<file path="config.mk">
export PLATFORM = sky130hd
export DESIGN_NAME = vec_id_stage
export DESIGN_NICKNAME = d
export VERILOG_FILES = /design/src/rtl/vec_id_stage_pkg.sv /design/src/rtl/vec_id_stage_vreg_scoreboard.sv /design/src/rtl/vec_id_stage.sv
export SDC_FILE = /design/constraint.sdc
export NUM_CORES = 1
export LEC_CHECK = 0
export ABC_CLOCK_PERIOD_IN_PS = 5100
export CAP_MARGIN = 20
export CORE_UTILIZATION = 53
export CTS_BUF_LIST = sky130_fd_sc_hd__clkbuf_2
export CTS_CLUSTER_DIAMETER = 150
export DETAILED_ROUTE_END_ITERATION = 7
export PLACE_DENSITY = 0.88
export SLEW_MARGIN = 20
export SYNTH_ARGS = -nofsm -noshare
export SYNTH_HDL_FRONTEND = slang
export SYNTH_SLANG_ARGS = --single-unit
</file>
<file path="constraint.sdc">
create_clock -name clk -period 5.1 [get_ports clk]
set_input_delay 1.02 -clock clk [delete_from_list [all_inputs] [get_ports clk]]
set_output_delay 1.02 -clock clk [all_outputs]
set_load 0.02 [all_outputs]
</file>
<file path="src/rtl/vec_id_stage_pkg.sv">
// ---------------------------------------------------------------------------
// vec_id_stage_pkg
//   Shared constants and helpers for the vector decode stage: the RVV OP-V
//   major opcode, instruction field positions and a field-unpacking helper.
// ---------------------------------------------------------------------------
package vec_id_stage_pkg;

   localparam logic [6:0] OP_VECTOR = 7'b1010111;

   localparam int VD_LSB       = 7;
   localparam int VS1_LSB      = 15;
   localparam int VS2_LSB      = 20;
   localparam int FUNCT3_LSB   = 12;
   localparam int FUNCT6_LSB   = 26;
   localparam int VREG_FIELD_W = 5;

   // Raw OP-V fields at full encoding width, before any truncation.
   typedef struct packed {
      logic [5:0]              funct6;
      logic [VREG_FIELD_W-1:0] vs2;
      logic [VREG_FIELD_W-1:0] vs1;
      logic [2:0]              funct3;
      logic [VREG_FIELD_W-1:0] vd;
      logic [6:0]              opcode;
   } opv_fields_t;

   function automatic opv_fields_t unpack_opv(input logic [31:0] instr);
      opv_fields_t f;
      f.opcode = instr[6:0];
      f.vd     = instr[VD_LSB     +: VREG_FIELD_W];
      f.funct3 = instr[FUNCT3_LSB +: 3];
      f.vs1    = instr[VS1_LSB    +: VREG_FIELD_W];
      f.vs2    = instr[VS2_LSB    +: VREG_FIELD_W];
      f.funct6 = instr[FUNCT6_LSB +: 6];
      return f;
   endfunction

   // True when an encoded register index names a register that does not exist.
   function automatic logic idx_oob(input logic [VREG_FIELD_W-1:0] idx, input int nregs);
      return int'(idx) >= nregs;
   endfunction

endpackage

</file>
<file path="src/rtl/vec_id_stage_vreg_scoreboard.sv">
// ---------------------------------------------------------------------------
// vreg_scoreboard
//   One pending bit per architectural vector register. A bit is set when a
//   writer issues and cleared when its writeback completes; when both hit the
//   same register in one cycle the set wins (the new writer is still pending).
//   Out-of-range clear indices are ignored.
// Ports:
//   clk, rst_n              clock, async active-low reset
//   set_en, set_idx         mark a register pending
//   clr_en, clr_idx         mark a register written back
//   rd_idx0..2 / rd_busy0..2  hazard lookup ports
//   busy                    all pending bits
// ---------------------------------------------------------------------------
module vreg_scoreboard #(
   parameter  int NUM_VREGS = 8,
   localparam int VREG_AW   = $clog2(NUM_VREGS)
) (
   input  logic                 clk,
   input  logic                 rst_n,
   input  logic                 set_en,
   input  logic [VREG_AW-1:0]   set_idx,
   input  logic                 clr_en,
   input  logic [VREG_AW-1:0]   clr_idx,
   input  logic [VREG_AW-1:0]   rd_idx0,
   input  logic [VREG_AW-1:0]   rd_idx1,
   input  logic [VREG_AW-1:0]   rd_idx2,
   output logic                 rd_busy0,
   output logic                 rd_busy1,
   output logic                 rd_busy2,
   output logic [NUM_VREGS-1:0] busy
);

   logic [NUM_VREGS-1:0] busy_q;

   // NOTE: the pending bits are architectural state and must come out of
   // reset cleared, so this small register file is reset unlike a data RAM.
   always_ff @(posedge clk or negedge rst_n) begin
      if (!rst_n) begin
         busy_q <= '0;
      end else begin
         for (int i = 0; i < NUM_VREGS; i++) begin
            if (set_en && int'(set_idx) == i)
               busy_q[i] <= 1'b1;
            else if (clr_en && int'(clr_idx) == i)
               busy_q[i] <= 1'b0;
         end
      end
   end

   // Compare-based lookup so an index beyond NUM_VREGS reads as not busy.
   always_comb begin
      // NOTE: every output gets a default before the loop so no path leaves
      // it unassigned, which would otherwise infer a latch.
      rd_busy0 = 1'b0;
      rd_busy1 = 1'b0;
      rd_busy2 = 1'b0;
      for (int i = 0; i < NUM_VREGS; i++) begin
         if (int'(rd_idx0) == i) rd_busy0 = busy_q[i];
         if (int'(rd_idx1) == i) rd_busy1 = busy_q[i];
         if (int'(rd_idx2) == i) rd_busy2 = busy_q[i];
      end
   end

   assign busy = busy_q;

endmodule

</file>
<file path="src/rtl/vec_id_stage.sv">
// ---------------------------------------------------------------------------
// vec_id_stage
//   Vector decode stage between fetch and vector execute. Holds one
//   instruction in a valid/ready slot, decodes its OP-V fields combinationally
//   and withholds issue while any register it touches has a pending write.
// Ports:
//   clk, rst_n                  clock, async active-low reset
//   in_valid/in_ready/in_instr  upstream handshake and raw instruction
//   out_valid/out_ready         downstream issue handshake
//   is_vector, illegal, vd, vs1, vs2, reg_write, alu_op, funct6
//                               decoded fields of the held instruction
//   wb_valid, wb_vd             writeback completion
//   flush                       discard the held instruction
//   busy_mask                   scoreboard pending bits
//   stall_cycles                saturating count of hazard-stall cycles
// ---------------------------------------------------------------------------
module vec_id_stage
   import vec_id_stage_pkg::*;
#(
   parameter  int NUM_VREGS = 8,
   parameter  int STALL_CW  = 16,
   localparam int VREG_AW   = $clog2(NUM_VREGS)
) (
   input  logic                 clk,
   input  logic                 rst_n,
   input  logic                 in_valid,
   output logic                 in_ready,
   input  logic [31:0]          in_instr,
   output logic                 out_valid,
   input  logic                 out_ready,
   output logic                 is_vector,
   output logic                 illegal,
   output logic [VREG_AW-1:0]   vd,
   output logic [VREG_AW-1:0]   vs1,
   output logic [VREG_AW-1:0]   vs2,
   output logic                 reg_write,
   output logic [2:0]           alu_op,
   output logic [5:0]           funct6,
   input  logic                 wb_valid,
   input  logic [VREG_AW-1:0]   wb_vd,
   input  logic                 flush,
   output logic [NUM_VREGS-1:0] busy_mask,
   output logic [STALL_CW-1:0]  stall_cycles
);

   logic                held;
   logic                ready_en;   // keeps in_ready low until one cycle after reset
   logic [31:0]         instr_q;
   logic [31:0]         instr_eff;
   opv_fields_t         f;
   logic                hazard;
   logic                issue;
   logic                accept;
   logic                busy_vd, busy_vs1, busy_vs2;
   logic [STALL_CW-1:0] stall_q;

   // An empty slot decodes as all-zero, which is not an OP-V opcode, so every
   // decoded output falls to 0 without per-output gating.
   assign instr_eff = held ? instr_q : '0;
   assign f         = unpack_opv(instr_eff);

   assign is_vector = (f.opcode == OP_VECTOR);
   assign illegal   = is_vector && (idx_oob(f.vd, NUM_VREGS) ||
                                    idx_oob(f.vs1, NUM_VREGS) ||
                                    idx_oob(f.vs2, NUM_VREGS));
   assign reg_write = is_vector && !illegal;
   assign vd        = f.vd[VREG_AW-1:0];
   assign vs1       = f.vs1[VREG_AW-1:0];
   assign vs2       = f.vs2[VREG_AW-1:0];
   assign alu_op    = f.funct3;
   assign funct6    = f.funct6;

   // Only legal vector writers consult the scoreboard.
   assign hazard    = held && reg_write && (busy_vs1 || busy_vs2 || busy_vd);

   // Flush suppresses the handshake so a discarded instruction can never
   // appear to issue in the same cycle it is dropped.
   assign out_valid = held && !hazard && !flush;
   assign issue     = out_valid && out_ready;
   assign in_ready  = ready_en && !flush && (!held || issue);
   assign accept    = in_valid && in_ready;

   vreg_scoreboard #(
      .NUM_VREGS (NUM_VREGS)
   ) u_scoreboard (
      .clk      (clk),
      .rst_n    (rst_n),
      .set_en   (issue && reg_write),
      .set_idx  (vd),
      .clr_en   (wb_valid),
      .clr_idx  (wb_vd),
      .rd_idx0  (vs1),
      .rd_idx1  (vs2),
      .rd_idx2  (vd),
      .rd_busy0 (busy_vs1),
      .rd_busy1 (busy_vs2),
      .rd_busy2 (busy_vd),
      .busy     (busy_mask)
   );

   always_ff @(posedge clk or negedge rst_n) begin
      if (!rst_n) begin
         held     <= 1'b0;
         ready_en <= 1'b0;
         instr_q  <= '0;
         stall_q  <= '0;
      end else begin
         // NOTE: non-blocking assignments so every flop here samples the
         // pre-edge values of held/issue/accept, independent of statement order.
         ready_en <= 1'b1;
         if (flush) begin
            held <= 1'b0;
         end else if (accept) begin
            held    <= 1'b1;
            instr_q <= in_instr;
         end else if (issue) begin
            held <= 1'b0;
         end

         if (hazard && stall_q != '1)
            stall_q <= stall_q + STALL_CW'(1);
      end
   end

   assign stall_cycles = stall_q;

endmodule
</file>
==> qor.yml, run 1 <==
end_kind: "primary output"
die_y_um: 77.2
netlist_instances: 266
muxShareOfSynthArea: 0.174
synth.avg_cell_area_um2: 11.3
synth-simple-area-share: 0.177
ios: 88
synth_cell_type_count: 45
dp_hpwl_um: 4820
hold_slack_ps: 519
placed_area_um2: 3870
rsz0062_at_grt: "false"
crit_type: "reg2out"
fill_cells: 421
grt_pass1_wl_um: 11200
yosysWarnings: 0
crit_path_start_kind: "flip-flop"
synth_fp_nets: 308
wl_per_cell_um: 15.9
top_layer_used: "met4"
synth-xor-area-share: 0.0380
diodes: 0
clk_latency_ps: 470
cts-root-buf: "clkbuf_2"
ys_seq_area_frac: 0.476
period_share: 0.884
netlist.area_leader.share: 0.476
setup_viol: 0
drt_iter0_drc: 144
final-hold-violation-count: 0
slowest_delay_ps: 720
synth_compound_area_frac: 0.0872
syn_to_final_growth_pct: 31.5
initial_core_util: 0.548
synth_top_family_by_area: "simple AND/OR/NAND/NOR gates"
fmax_ghz: 0.222
synth.most_common_cell: "dfrtp_1"
drtPass1Iterations: 4
groute.usage.overall: 0.242
yosysTopAreaCell: "dfrtp_1"
overflow: 0
synth-edff-count: 0
drc_errors: 0
slew_violations: 0
synth_top_flop_cell: "dfrtp_1"
powerDensity_nw_per_um2: 250
power_w: 0.000987
via_per_inst: 5.58
cp_slowest_cell: "dfrtp_2"
path_cells: "nand2_1 > o31ai_1 > a211oi_1 > o21ai_1 > o21a_1 > o21ai_0 > and2_1 > clkdlybuf4s50_1"
syn_area_um2: 3000
gp_congestion: 0.871
maxCapViolCount: 0
antenna_found_initial: 0
route.antenna.remaining_nets: 0
worstPathArrival_ps: 3490
cts_setup_buffers: 0
die-area_um2: 5960
clock_skew_ps: 32.9
timing.slew.headroom: 0.319
hold_path_class: "reg2reg"
grt_pass1_vias: 2430
numCtsBuffers: 9
synthTopCellsByArea: "dfrtp_1, mux2_4, xnor2_1"
htreeDepth: 3
power.leakage_nw: 1.72
wl_met2_um: 3390
synth_common_cells: "dfrtp_1, mux2_4, and2_1"
ir_drop_mv: 0.200
synthArstFlopShare: 1.00
drt-met1-wl_um: 2830
yosys.area_share.adder: 0.00417
port_buffers: 86
drt_wl_total_um: 6810
cts_tree: "built"
stdcell_area_um2: 3940
vias: 2389
worstPathRequired_ps: 4080
cp_max_fo: 33
wl_met3_um: 380
clock-sinks: 57
tns_ps: 0
layout-drive-gt1-share: 0.146
ys_seq_elements: 57
clock_path_buffers: 2
clkTransAtPathRegs_ps: 160
nets: 393
outcome: "complete, no violations"
final_util: 0.721
die_w_um: 77.2
period_needed_ps: 4510
rows: 27
core_um2: 5470
worst_slew_pin_slew_ps: 1020
grt_max_degree: 58
==> cell type report <==
class	instances	area [µm²]	share of cell area
clock buffer	10	50.0	0.0127
clock inverter	6	25.0	0.00635
sequential	57	1430	0.362
multi-input combinational	185	1450	0.367
tap	72	90.1	0.0228
inverter	11	41.3	0.0105
timing repair buffer	87	863	0.219
==> final timing paths <==
| kind | slack (ps) | endpoint | startpoint | depth (start not counted) |
|---|---|---|---|---|
| max | 590 | in_ready | held | 8 |
| min | 520 | stall_cycles[6] | stall_cycles[6] | 1 |
| max reg2reg | 1590 | instr_q[8] | held | 7 |
| min reg2reg | 520 | stall_cycles[6] | stall_cycles[6] | 1 |
| max in group asynchronous | 3940 | held | rst_n | 2 |
| min in group asynchronous | 670 | stall_cycles[9] | rst_n | 2 |
==> registers in the layout, summed over array words and instances (netlist names) <==
signal	cells
held	1
u_scoreboard.busy	8
instr_q	31
ready_en	1
stall_cycles	16
==> cells by family (layout without fill, tap and decap cells) <==
| group | count (synthesis) | after routing |
|---|---|---|
| other | 1 | 1 |
| multiplexers | 37 | 37 |
| AO/OA/AOI/OAI | 39 | 39 |
| buffers and inverters | 24 | 114 |
| flip-flops | 57 | 57 |
| XOR/XNOR | 13 | 13 |
| AND/OR/NAND/NOR | 94 | 94 |
| adder cells (fa/ha/maj) | 1 | 1 |
==> metrics by stage <==
step	setup slack, ps	cells
after global placement	941	412
after floorplan	1960	266
after CTS	265	428
after detailed placement	794	412
final	592	428
after global routing	287	428
==> worst max-delay path, delay by kind of cell (launching register included) <==
kind | cells | cell delay [ps]
AO/OA/AOI/OAI | 5 | 1420
buffers and inverters | 1 | 550
flip-flops | 1 | 720
AND/OR/NAND/NOR | 2 | 340
==> layout by cell type (no fill, tap or decap), types with 3 or more instances in the layout <==
cell type and count:
a211oi_1 3, a21oi_1 4, and2_1 18, and3_1 6
clkbuf_2 10, clkdlybuf4s50_1 85, clkinv_1 4, dfrtp_1 56
inv_1 10, mux2_4 30, mux2i_1 5, nand2_1 13
nand2b_1 8, nand3_1 14, nand4_1 12, nor2_1 7
nor2b_1 3, nor3_1 3, o21ai_0 11, o21ai_1 3
o31ai_1 5, o41ai_1 4, xnor2_1 13
==> report_power, final <==
part | total, W | leakage [nW] | switching (W) | internal, W
Clock | 0.000220 | 0.0556 | 0.000161 | 0.0000585
Sequential | 0.000565 | 0.725 | 0.0000597 | 0.000505
Combinational | 0.000202 | 0.941 | 0.0000678 | 0.000134
==> repair_timing <==
action,in CTS,in global routing
setup endpoints to repair,0,1
hold buffers,0,0
resized for setup,0,1
==> per-layer routing <==
layer  vias to the layer above  GRT usage
met5                         -          0
met4                         0      0.128
met3                        23     0.0464
met2                        95      0.406
met1                      1146      0.292
li1                       1125          -
Power figures use the tool's default switching activity.
==> inputs of run 2 (changes only) <==
--- a/config.mk
+++ b/config.mk
@@ -11,6 +11,7 @@
 export CTS_BUF_LIST = sky130_fd_sc_hd__clkbuf_2
 export CTS_CLUSTER_DIAMETER = 150
 export DETAILED_ROUTE_END_ITERATION = 7
+export GPL_ROUTABILITY_DRIVEN = 1
 export PLACE_DENSITY = 0.88
 export SLEW_MARGIN = 20
 export SYNTH_ARGS = -nofsm -noshare
==> results of run 2 <==
Final layout, timing and power as in run 1 (identical DEF).
